`config.mk`:
```
export PLATFORM = sky130hd
export DESIGN_NAME = qspi_mem_responder
export DESIGN_NICKNAME = d
export VERILOG_FILES = /design/src/rtl/qspi_mem_responder.sv
export SDC_FILE = /design/constraint.sdc
export NUM_CORES = 1
export LEC_CHECK = 0
export BUFFER_PORTS_ARGS = -buffer_cell sky130_fd_sc_hd__buf_4
export CAP_MARGIN = 30
export CORE_MARGIN = 10
export CORE_UTILIZATION = 57
export CTS_BUF_LIST = sky130_fd_sc_hd__clkbuf_4
export CTS_CLUSTER_DIAMETER = 50
export DETAILED_ROUTE_END_ITERATION = 10
export PLACE_DENSITY = 0.89
export SETUP_SLACK_MARGIN = 0.15
export SYNTH_ARGS = -nofsm -noshare
export SYNTH_HDL_FRONTEND = slang
export SYNTH_SLANG_ARGS = --single-unit
```
`constraint.sdc`:
```
create_clock -name clk -period 5.8 [get_ports clk]
set_input_delay 0.58 -clock clk [delete_from_list [all_inputs] [get_ports clk]]
set_output_delay 0.58 -clock clk [all_outputs]
set_load 0.005 [all_outputs]
```
`src/rtl/qspi_mem_responder.sv`:
```
// qspi_mem_responder: SPI/QSPI memory-device responder (RDID, RDSR, WREN, WRVECR, PP; READ with `QSPI_RESP_READ_EN)
module qspi_mem_responder #(
   parameter logic [7:0] JEDEC_ID      = 8'h20,
   parameter int         CLK_RATIO_MIN = 8
) (
   input  logic        clk,
   input  logic        reset_n,
   input  logic        C,
   input  logic        S,
   input  logic [3:0]  DQ_i,
   output logic [3:0]  DQ_o,
   output logic [3:0]  DQ_oe,
   output logic        wr_en,
   output logic [23:0] wr_addr,
   output logic [7:0]  wr_data,
   output logic        quad,
   output logic        wel,
   output logic        cmd_err
`ifdef QSPI_RESP_READ_EN
   ,
   output logic [23:0] rd_addr,
   input  logic [7:0]  rd_data
`endif
);
   typedef enum logic [2:0] {IDLE, OPCODE, ADDR, DATA_IN, DATA_OUT, IGNORE} state_t;
   localparam logic [7:0] OP_RDID = 8'h9F, OP_RDSR = 8'h05, OP_WREN = 8'h06;
   localparam logic [7:0] OP_WRVECR = 8'h61, OP_PP = 8'h02, OP_READ = 8'h03;
   // sync plus one cycle of output latency must fit in half a C period
   if (CLK_RATIO_MIN < 6) begin : g_ratio_chk
      $error("CLK_RATIO_MIN below 6 cannot meet the output timing");
   end
   state_t      state, state_n;
   logic [1:0]  c_s, s_s;
   logic [3:0]  dq_s1, dq_s2;
   logic        c_prev, s_prev, c_rise, c_fall, s_rise, s_fall;
   logic [4:0]  cnt, cnt_n, cnt_i;
   logic [7:0]  sr, sr_n, sh, op, op_n, n, n_n, tx, tx_n, cur, nxt_byte, vecr, vecr_n;
   logic [23:0] addr, addr_n, addr_sh;
   logic [2:0]  ocnt, ocnt_n;
   logic        extra, extra_n, vecr_ok, vecr_ok_n, is_read, supported;
   logic [3:0]  dq_o_n, dq_oe_n;
   logic        wr_en_n, quad_n, wel_n, cmd_err_n;
   logic [23:0] wr_addr_n;
   logic [7:0]  wr_data_n;
`ifdef QSPI_RESP_READ_EN
   logic [23:0] rd_addr_n;
   assign is_read  = 1'b1;
   assign nxt_byte = op == OP_RDID ? JEDEC_ID : op == OP_RDSR ? {6'b0, wel, 1'b0} : rd_data;
`else
   assign is_read  = 1'b0;
   assign nxt_byte = op == OP_RDID ? JEDEC_ID : op == OP_RDSR ? {6'b0, wel, 1'b0} : 8'h00;
`endif
   assign c_rise = c_s[1] & ~c_prev;
   assign c_fall = ~c_s[1] & c_prev;
   assign s_rise = s_s[1] & ~s_prev;
   assign s_fall = ~s_s[1] & s_prev;
   assign sh      = quad ? {sr[3:0], dq_s2} : {sr[6:0], dq_s2[0]};
   assign addr_sh = quad ? {addr[19:0], dq_s2} : {addr[22:0], dq_s2[0]};
   assign cnt_i   = cnt + (quad ? 5'd4 : 5'd1);
   assign cur     = ocnt == 3'd0 ? nxt_byte : tx;
   assign supported = sh == OP_RDID || sh == OP_RDSR || sh == OP_WREN || sh == OP_WRVECR
                      || sh == OP_PP || (is_read && sh == OP_READ);
   // synchronize pad inputs and keep previous values for edge detection
   always_ff @(posedge clk or negedge reset_n) begin
      if (!reset_n) begin
         c_s    <= 2'b0;
         s_s    <= 2'b0;
         dq_s1  <= 4'b0;
         dq_s2  <= 4'b0;
         c_prev <= 1'b0;
         s_prev <= 1'b0;
      end else begin
         c_s    <= {c_s[0], C};
         s_s    <= {s_s[0], S};
         dq_s1  <= DQ_i;
         dq_s2  <= dq_s1;
         c_prev <= c_s[1];
         s_prev <= s_s[1];
      end
   end
   // next-state and output logic; a high chip select overrides any C edge
   always_comb begin
      state_n   = state;
      cnt_n     = cnt;
      sr_n      = sr;
      op_n      = op;
      addr_n    = addr;
      n_n       = n;
      tx_n      = tx;
      ocnt_n    = ocnt;
      extra_n   = extra;
      vecr_n    = vecr;
      vecr_ok_n = vecr_ok;
      dq_o_n    = DQ_o;
      dq_oe_n   = DQ_oe;
      wr_en_n   = 1'b0;
      wr_addr_n = wr_addr;
      wr_data_n = wr_data;
      quad_n    = quad;
      wel_n     = wel;
      cmd_err_n = 1'b0;
`ifdef QSPI_RESP_READ_EN
      rd_addr_n = rd_addr;
`endif
      if (s_s[1]) begin
         state_n = IDLE;
         dq_o_n  = 4'b0;
         dq_oe_n = 4'b0;
         if (s_rise) begin
            if (state == IGNORE && op == OP_WREN && !extra) wel_n = 1'b1;
            if (op == OP_PP) wel_n = 1'b0;
            if (op == OP_WRVECR) begin
               wel_n = 1'b0;
               if (vecr_ok && wel) quad_n = ~vecr[7];
            end
         end
      end else if (state == IDLE) begin
         if (s_fall) begin
            state_n   = OPCODE;
            cnt_n     = 5'd0;
            sr_n      = 8'h00;
            op_n      = 8'h00;
            addr_n    = 24'h0;
            n_n       = 8'h00;
            tx_n      = 8'h00;
            ocnt_n    = 3'd0;
            extra_n   = 1'b0;
            vecr_ok_n = 1'b0;
         end
      end else if (c_rise) begin
         if (state == OPCODE) begin
            sr_n  = sh;
            cnt_n = cnt_i;
            if (cnt_i == 5'd8) begin
               cnt_n     = 5'd0;
               op_n      = sh;
               cmd_err_n = ~supported;
               state_n   = !supported ? IGNORE :
                           (sh == OP_RDID || sh == OP_RDSR) ? DATA_OUT :
                           sh == OP_WREN ? IGNORE : sh == OP_WRVECR ? DATA_IN : ADDR;
            end
         end else if (state == ADDR) begin
            addr_n = addr_sh;
            cnt_n  = cnt_i;
            if (cnt_i == 5'd24) begin
               cnt_n   = 5'd0;
               state_n = DATA_IN;
`ifdef QSPI_RESP_READ_EN
               if (op == OP_READ) begin
                  state_n   = DATA_OUT;
                  rd_addr_n = addr_sh;
               end
`endif
            end
         end else if (state == DATA_IN) begin
            sr_n  = sh;
            cnt_n = cnt_i;
            if (cnt_i == 5'd8) begin
               cnt_n = 5'd0;
               if (op == OP_WRVECR) begin
                  vecr_n    = sh;
                  vecr_ok_n = 1'b1;
                  state_n   = IGNORE;
               end else begin
                  n_n = n + 8'd1;
                  if (wel) begin
                     wr_en_n   = 1'b1;
                     wr_addr_n = {addr[23:8], addr[7:0] + n};
                     wr_data_n = sh;
                  end
               end
            end
         end else if (state == IGNORE) begin
            extra_n = 1'b1;
         end
      end else if (c_fall && state == DATA_OUT) begin
         dq_o_n  = quad ? cur[7:4] : {2'b0, cur[7], 1'b0};
         dq_oe_n = quad ? 4'hF : 4'h2;
         tx_n    = quad ? {cur[3:0], 4'h0} : {cur[6:0], 1'b0};
         ocnt_n  = ocnt + (quad ? 3'd4 : 3'd1);
`ifdef QSPI_RESP_READ_EN
         if (op == OP_READ && ocnt == 3'd0) rd_addr_n = rd_addr + 24'd1;
`endif
      end
   end
   // state and datapath registers
   always_ff @(posedge clk or negedge reset_n) begin
      if (!reset_n) begin
         state   <= IDLE;
         cnt     <= 5'd0;
         sr      <= 8'h00;
         op      <= 8'h00;
         addr    <= 24'h0;
         n       <= 8'h00;
         tx      <= 8'h00;
         ocnt    <= 3'd0;
         extra   <= 1'b0;
         vecr    <= 8'h00;
         vecr_ok <= 1'b0;
         DQ_o    <= 4'b0;
         DQ_oe   <= 4'b0;
         wr_en   <= 1'b0;
         wr_addr <= 24'h0;
         wr_data <= 8'h00;
         quad    <= 1'b0;
         wel     <= 1'b0;
         cmd_err <= 1'b0;
`ifdef QSPI_RESP_READ_EN
         rd_addr <= 24'h0;
`endif
      end else begin
         state   <= state_n;
         cnt     <= cnt_n;
         sr      <= sr_n;
         op      <= op_n;
         addr    <= addr_n;
         n       <= n_n;
         tx      <= tx_n;
         ocnt    <= ocnt_n;
         extra   <= extra_n;
         vecr    <= vecr_n;
         vecr_ok <= vecr_ok_n;
         DQ_o    <= dq_o_n;
         DQ_oe   <= dq_oe_n;
         wr_en   <= wr_en_n;
         wr_addr <= wr_addr_n;
         wr_data <= wr_data_n;
         quad    <= quad_n;
         wel     <= wel_n;
         cmd_err <= cmd_err_n;
`ifdef QSPI_RESP_READ_EN
         rd_addr <= rd_addr_n;
`endif
      end
   end
endmodule

```
==> results of run 1 <==
power by group through the flow:
stage | combinational, mW | clock, mW | sequential [mW]
2_1_floorplan | 0.125 | 0 | 0.919
3_3_place_gp | 0.167 | 0 | 0.930
3_5_place_dp | 0.175 | 0 | 0.932
4_1_cts | 0.177 | 0.552 | 0.915
5_1_grt | 0.200 | 0.595 | 0.921
6_report | 0.180 | 0.544 | 0.917
stage by stage:
step / area (um^2) / setup WS, ns / std cells / util (%)
floorplan: 6045 / 2.775 / 600 / -
global placement: 6459 / 2.489 / 760 / 62.56
detailed placement: 6459 / 2.336 / 760 / 62.56
CTS: 6710 / 2.305 / 791 / 65.00
global route: 6748 / 2.084 / 793 / 65.36
finish: 6748 / 2.302 / 793 / 65.36
how the worst max path moves through the flow:
stage | cells after the start | slack (ns) | start | end
floorplan | 11 | 2.77 | quad$_DFFE_PN0P_ | wr_addr[4]$_DFFE_PN0P_
global placement | 9 | 2.49 | quad$_DFFE_PN0P_ | wr_addr[23]$_DFFE_PN0P_
detailed placement | 9 | 2.34 | quad$_DFFE_PN0P_ | wr_addr[12]$_DFFE_PN0P_
CTS | 9 | 2.30 | quad$_DFFE_PN0P_ | wr_addr[12]$_DFFE_PN0P_
global route | 9 | 2.08 | quad$_DFFE_PN0P_ | wr_addr[8]$_DFFE_PN0P_
finish | 9 | 2.30 | quad$_DFFE_PN0P_ | wr_addr[12]$_DFFE_PN0P_
cells by family (layout without fill, tap and decap cells):
group / count (synthesis) / count (layout) / share of synthesized area (%)
buffers and inverters: 46 / 103 / 3.767
multiplexers: 40 / 40 / 6.914
flip-flops: 123 / 123 / 50.92
AO/OA/AOI/OAI: 133 / 133 / 15.46
XOR/XNOR: 11 / 11 / 1.718
adder cells (fa/ha/maj): 14 / 14 / 3.022
AND/OR/NAND/NOR: 233 / 233 / 18.20
sequential cells by signal (all words and copies together), names as in the netlist, 4 cells and up:
signal and flops:
DQ_o 4, cnt 5, dq_s1 4, n 8, wr_addr 24, addr 24, op 8, dq_s2 4
tx 6, wr_data 8, sr 7
layout make-up:
class                      count  area [um^2]  area share, %
tap                          136        170.2          2.522
inverter                      16        60.06         0.8900
sequential                   123         3079          45.63
clock inverter                14        123.9          1.836
timing repair buffer          56        442.9          6.564
clock buffer                  17        127.6          1.891
multi-input combinational    431         2744          40.66
worst reg2reg max path, delay by kind of cell (launching register included):
family,cells,cell delay (ns)
buffers and inverters,2,0.93
and+or+nand+nor,4,1.16
DFF,1,0.37
adders and majority gates,1,0.40
AOI/OAI and AO/OA,1,0.37
xor gates and xnor gates,1,0.21
cell usage in the layout (no fill, tap or decap), drive strengths merged, types with 5 or more instances in the layout:
cell type	count
dfrtp	123
clkinvlp	5
mux2i	26
nand3	9
nand2	126
nor2	39
xor2	7
mux2	14
nor3	8
nor2b	9
a21oi	24
ha	13
inv	17
clkinv	7
a31oi	5
nand4	7
buf	55
nand2b	6
clkbuf	17
o31ai	28
and3	6
or3	6
o21ai	34
layer usage:
metal	routed length, um	vias up
met5	0	-
met4	354	0
li1	-	2221
met3	928	37
met2	7010	184
met1	5384	2298
timing repair:
action                                  in CTS  in global routing
endpoints found under the setup margin       0                  0
endpoints found under the hold margin        0                  2
hold buffers                                 0                  1
==> results by group, run 1 <==
Drt
  – Remaining antenna violation count: 0
  – Drt pass-1 iters: 6
  – Number of vias in the routed layout: 4,740
  – Final routed wirelength across all metal layers: between 10 and 15 mm
  – Iter 0 DRT Violations: 524
  – Number of design rule violations left after detail routing: 0
  – Vias per std cell: between 5 and 6
  – Average wire per cell in the routed design: approximately 17 um

Power and ir drop
  – Switching power of the nets: 489.8 uW
  – Combinational cell fraction of total power: 11.0%
  – Relative contribution of sequential cells to total power: between 50% and 60%
  – Power per Cell Area: 243.2 nW/um^2
  – Max VDD drop: 0.0001195 V
  – Cell Int Power: between 1 and 1.5 mW
  – Switching part of the total power: 29.85%
  – Static power due to leakage: 3.074 nW
  – Share of power burned in the clock network: 33.2%
  – Power consumption: 1.641 mW

Clock tree
  – Clock tree from TritonCTS: done
  – Number of setup buffers added after CTS: 0
  – Worst-path clk slew: 0.11 ns
  – H-tree levels: 4
  – Clock Tree Root: clkbuf_4
  – Number of instances resized during post-cts repair: 0
  – Clock Latency Late Sink: 0.54 ns
  – Number of buffers created by CTS: 17
  – Clock sink count: 123
  – Buffer levels on the longest clock path: 2

Worst hold path
  – WHS Path Cells: 1
  – Class of the most critical hold timing path: in2reg
  – Origin of the worst min-delay path: DQ_i[0]
  – Endpoint with the worst hold slack: dq_s1[0]$_DFF_PN0_

Global route
  – All-Layer GR Usage: 19.16%
  – Global-route wire length before repair: ~23 mm
  – Total gr overflow: 0
  – Met2 Resource Use GR: 32.70%
  – Via count of the first global-routing pass: around 4,700
  – Met3 track utilization from global routing: 5.971%
  – Global-route met1 utilization: 22.34%
  – Antenna violations before repair: 0
  – Gr busiest metal: met2
  – Pin count of the biggest net entering global routing: 79

Synth
  – Register area share after synthesis: 50.92%
  – Top flip-flop cell by instance count after synthesis: dfrtp_1
  – Synthesized cell area: 6045 um^2
  – Mapped Avg Cell Area: slightly above 10 um^2
  – Synth async-reset ratio: 100.0%
  – Total number of yosys warnings: 0
  – Most repeated cell in the gate-level netlist after synthesis: nand2_1
  – Most frequent cells after synthesis: nand2_1 (126), dfrtp_1 (123), nor2_1 (38), mux2i_1 (26), o31ai_1 (26)
  – Syn nets: 622
  – Flip-flop and latch count after synthesis: ~120
  – Cells after Synth: 600
  – EDFF count, synth: 0
  – Yosys top cell area share: between 50% and 60%
  – Top cell type by total area after synthesis: dfrtp_1
  – Biggest area contributors in the synthesized netlist: dfrtp_1 (51%), nand2_1 (7.8%), mux2i_1 (4.3%), o31ai_1 (3.2%), ha_1 (2.7%)
  – Number of distinct standard cells referenced by the synthesized netlist: 71

Critical path
  – Setup slack, reg-to-reg: 2.30 ns
  – Kind of end point of the critical path: flip-flop
  – Worst-case reg-to-reg path depth: 9
  – Worst setup path category: reg2reg
  – Bufs and invs on worst path: 2
  – Reg-to-reg startpoint: quad$_DFFE_PN0P_
  – Peak per-stage delay on the critical path: roughly 0.82 ns
  – Gate family responsible for the most delay along the worst path: simple AND/OR/NAND/NOR gates
  – Cell mode on critical path: nand2_1
  – Data arrival time of the critical path: 3.97 ns
  – Data required time of the worst path: 6.27 ns
  – Ordered list of cells on the worst path: buf_4 -> ha_1 -> a31oi_1 -> xnor2_2 -> nand4_4 -> or4b_4 -> inv_2 -> nand2_1 -> nand2_1
  – Type of element launching the critical path: flip-flop
  – Worst flop-to-flop path endpoint: wr_addr[12]$_DFFE_PN0P_
  – Critical-path cell with the highest stage delay: or4b_4
  – Worst-path fanout max: 51

Final layout
  – Signed area change from the synthesized netlist to the final layout: 11.63%
  – Antenna diode count: 0
  – Number of filler cells placed in the layout: 789
  – Layout cell share with drive strength beyond 1: 18.87%
  – Count of nets after finishing: 667

Floorplanning
  – Starting Density: 58.55%
  – Boundary pin count: 52
  – # rows: 37
  – Die boundary width: 123.0 um
  – Total core area: 10,320 um^2
  – Floorplan die area: around 15,000 um^2
  – Die Height: between 100 and 150 um

STA
  – Min cycle time layout: 3.498 ns
  – Worst slew margin: 46.44%
  – Maximum clock rate: approximately 290 MHz
  – Aggregate negative setup slack: 0 ns
  – Measured slew at the worst slew-check pin: around 0.80 ns
  – Fin crit share: approximately three fifths
  – Post-route clock skew: 0.01635 ns
  – Fin. Hold Viols: 0
  – Unrepaired setup endpoints after global routing: false
  – Tightest hold margin: roughly 0.14 ns
  – Setup-failing EPs final: 0
  – Final max-slew violation count: 0

Job
  – Number of violations of the max-capacitance limit: 0

Outcome
  – Status: finished, final reports clean

Placement
  – Half-perimeter wire length of the detailed placement result: slightly above 9 mm
  – Gp weighted congestion: approximately 0.9
  – Number of input and output port buffers inserted: 51
(Power assumes the default switching activity.)
==> run 2: changes to the inputs <==
- ABC_AREA: unset -> 1
- CORE_UTILIZATION: 57 -> 56
- PLACE_DENSITY: 0.89 -> 0.91
- clock period: 5.8 -> 3.1 ns (I/O delays scaled with it)
==> results by group, run 2 <==
Floorplanning
  – Starting Density: 57.94% (-0.61 points)
  – Boundary pin count: 52 (unchanged)
  – Floorplan die area: 15,270 um^2 (+0.98%)
  – Total core area: 10,370 um^2 (+0.45%)
  – Die boundary width: 123.6 um (+0.49%)
  – Die Height: 123.6 um (+0.49%)
  – # rows: 37 (unchanged)

Synth
  – Top flip-flop cell by instance count after synthesis: dfrtp_1
  – Most repeated cell in the gate-level netlist after synthesis: nand2_1
  – Yosys top cell area share: 51.23% (+0.31 points)
  – Top cell type by total area after synthesis: dfrtp_1
  – Synthesized cell area: 6008 um^2 (-0.60%)
  – Cells after Synth: 715 (+19%)
  – Register area share after synthesis: 51.23% (+0.31 points)
  – EDFF count, synth: 0 (unchanged)
  – Mapped Avg Cell Area: 8.403 um^2 (-17%)
  – Total number of yosys warnings: 0 (unchanged)
  – Most frequent cells after synthesis: nand2_1 (252), dfrtp_1 (123), inv_1 (57), nor2_1 (35), o21ai_0 (35)
  – Syn nets: 737 (+18%)
  – Flip-flop and latch count after synthesis: 123 (unchanged)
  – Biggest area contributors in the synthesized netlist: dfrtp_1 (51%), nand2_1 (16%), inv_1 (3.6%), o21ai_0 (2.9%), o21ai_2 (2.8%)
  – Number of distinct standard cells referenced by the synthesized netlist: 37 (-48%)
  – Synth async-reset ratio: 100.0% (unchanged)

Power and ir drop
  – Power per Cell Area: 578.1 nW/um^2 (+140%)
  – Max VDD drop: 0.0003971 V (+230%)
  – Power consumption: 3.926 mW (+140%)
  – Static power due to leakage: 3.367 nW (+9.5%)
  – Switching power of the nets: 1.579 mW (+220%)
  – Combinational cell fraction of total power: 27.7% (+17 points)
  – Cell Int Power: 2.347 mW (+100%)
  – Relative contribution of sequential cells to total power: 47.1% (-8.8 points)
  – Share of power burned in the clock network: 25.2% (-8.0 points)
  – Switching part of the total power: 40.22% (+10 points)

Global route
  – Antenna violations before repair: 1 (+1)
  – Global-route wire length before repair: 22.57 mm (-3.4%)
  – Via count of the first global-routing pass: 4,741 (+0.11%)
  – Total gr overflow: 0 (unchanged)
  – All-Layer GR Usage: 18.33% (-0.83 points)
  – Pin count of the biggest net entering global routing: 72 (-8.9%)

Placement
  – Half-perimeter wire length of the detailed placement result: 9.605 mm (+3.4%)
  – Number of input and output port buffers inserted: 51 (unchanged)
  – Worst slack at placement: 0.6415 ns (-1.694 ns)
  – Gp weighted congestion: 0.9157 (-0.86%)

STA
  – Fin. Hold Viols: 0 (unchanged)
  – Min cycle time layout: 2.521 ns (-0.9775 ns)
  – Tightest hold margin: 0.2832 ns (+0.1397 ns)
  – Measured slew at the worst slew-check pin: 0.7840 ns (-0.01950 ns)
  – Maximum clock rate: 396.7 MHz (+39%)
  – Final max-slew violation count: 0 (unchanged)
  – Setup slack after layout: 0.5790 ns (-1.722 ns)
  – Worst slew margin: 47.18% (+0.75 points)
  – Post-route clock skew: 0.02352 ns (+0.007174 ns)
  – Setup-failing EPs final: 0 (unchanged)
  – Aggregate negative setup slack: 0 ns (unchanged)
  – Fin crit share: 81.32% (+21 points)
  – Unrepaired setup endpoints after global routing: false

Final layout
  – Signed area change from the synthesized netlist to the final layout: 13.02%
  – Count of nets after finishing: 795 (+19%)
  – Area of combinational cells with multiple inputs: 2534 um^2 (-7.7%)
  – Largest regs: addr x24, wr_addr x24
  – Combined flip-flop and latch cell area: 3078 um^2 (about the same)
  – Commonest non-fill, non-tap cells in the layout: nand2_1 (252), dfrtp_1 (123), buf_4 (60)
  – Number of filler cells placed in the layout: 841 (+6.6%)
  – Most frequent standard cell in the layout excluding fill and tap cells: nand2_1
  – Layout cell share with drive strength beyond 1: 16.28% (-2.6 points)
  – Layout Utilization: 65.48% (+0.12 points)

Outcome
  – Status: finished, final reports clean

Critical path
  – Data required time of the worst path: 3.57 ns (-2.70 ns)
  – Worst-path fanout max: 40 (-22%)
  – Type of element launching the critical path: flip-flop
  – Critical-path cell with the highest stage delay: dfrtp_1
  – Data arrival time of the critical path: 2.99 ns (-0.98 ns)
  – Worst setup path category: reg2reg
  – Bufs and invs on worst path: 2 (unchanged)
  – Kind of end point of the critical path: flip-flop
  – Beginning of the critical path: state[2]$_DFFE_PN0P_
  – Gate family responsible for the most delay along the worst path: simple AND/OR/NAND/NOR gates
  – Peak per-stage delay on the critical path: 0.48 ns (-0.34 ns)
  – Reg-to-reg startpoint: state[2]$_DFFE_PN0P_
  – Ordered list of cells on the worst path: nor2_2 -> nand2_2 -> inv_2 -> nand2_1 -> nand3_2 -> nor2_4 -> nand2_2 -> buf_4 -> nand2_1 -> o21ai_1

Drt
  – Drt pass-1 iters: 5 (-1)
  – Iter 0 DRT Violations: 519 (-0.95%)
  – Remaining antenna violation count: 0 (unchanged)
  – Number of vias in the routed layout: 5,001 (+5.5%)
  – Vias per std cell: 5.418 (-9.4%)
  – Final routed wirelength across all metal layers: 13.36 mm (-2.3%)
  – Average wire per cell in the routed design: 14.48 um (-16%)
  – Number of design rule violations left after detail routing: 0 (unchanged)

Clock tree
  – Number of setup buffers added after CTS: 0 (unchanged)
  – Clock Tree Root: clkbuf_4
  – Buffer levels on the longest clock path: 2 (unchanged)
  – Worst-path clk slew: 0.13 ns (+0.02 ns)
  – Clock tree from TritonCTS: done
  – Number of buffers created by CTS: 17 (unchanged)
  – H-tree levels: 4 (unchanged)
  – Clock Latency Late Sink: 0.53 ns (about the same)
  – Clock sink count: 123 (unchanged)

Job
  – Number of violations of the max-capacitance limit: 0 (unchanged)

Worst hold path
  – Class of the most critical hold timing path: in2async
## run 2: cell types whose count changed after synthesis, moves of 16 or more
cell,previous run,this run
inv_1,14,57
o31ai_1,26,1
nand3_1,9,31
mux2i_1,26,0
a22oi_1,4,20
o21ai_1,5,25
nand2_1,126,252
## run 2: kinds of logic after synthesis
family | after synthesis | share of synthesized area, %
fa+ha+maj | 14 | 3.040
simple gates | 352 | 23.97
compound gates | 125 | 13.27
buf+inv | 88 | 6.601
xor+xnor | 13 | 1.895
flops | 123 | 51.23
## run 2: through the flow
step	instances	instance area [um^2]
2_1_floorplan	715	6008
3_5_place_dp	883	6474
4_1_cts	922	6788
6_report	923	6790
5_1_grt	923	6790
3_3_place_gp	883	6474
## run 2: final timing paths
check	to	slack, ns	depth (start not counted)
max	addr[17]$_DFFE_PN0P_	0.58	10
min	c_s[0]$_DFF_PN0_	0.28	2
max reg2reg	addr[17]$_DFFE_PN0P_	0.58	10
min reg2reg	s_s[1]$_DFF_PN0_	0.36	0
max in group asynchronous	cnt[0]$_DFFE_PN0P_	2.04	3
min in group clk	s_s[1]$_DFF_PN0_	0.36	0
## run 2: power groups by stage
stage | combinational (mW) | clock, mW | sequential, mW
CTS | 1.07 | 1.00 | 1.84
detailed placement | 1.05 | 0 | 1.87
finish | 1.09 | 0.991 | 1.85
global route | 1.22 | 1.07 | 1.86
floorplan | 0.862 | 0 | 1.83
global placement | 1.02 | 0 | 1.87
## run 2: layer usage
layer / up-vias / routed length, um / part of all wire [%] / global-route usage, %
met4: 0 / 165 / 1.2 / 5.895
met1: 2355 / 5921 / 44 / 24.41
li1: 2448 / - / - / -
met3: 19 / 1115 / 8.3 / 4.932
met2: 179 / 6158 / 46 / 28.61
met5: - / 0 / 0 / 0
## run 2: layout make-up
class,count,share of cell area (%)
diodes,1,0.03685
clock buffers,17,1.879
clock inverters,15,1.714
inverters,59,3.261
multi-input cells,504,37.31
flip-flops and latches,123,45.33
well taps,136,2.506
repair buffers,68,7.960
## run 2: what timing repair did
action	4_1_cts	5_1_grt
hold buffers	7	0
resized for setup	0	0
endpoints found under the hold margin	49	0
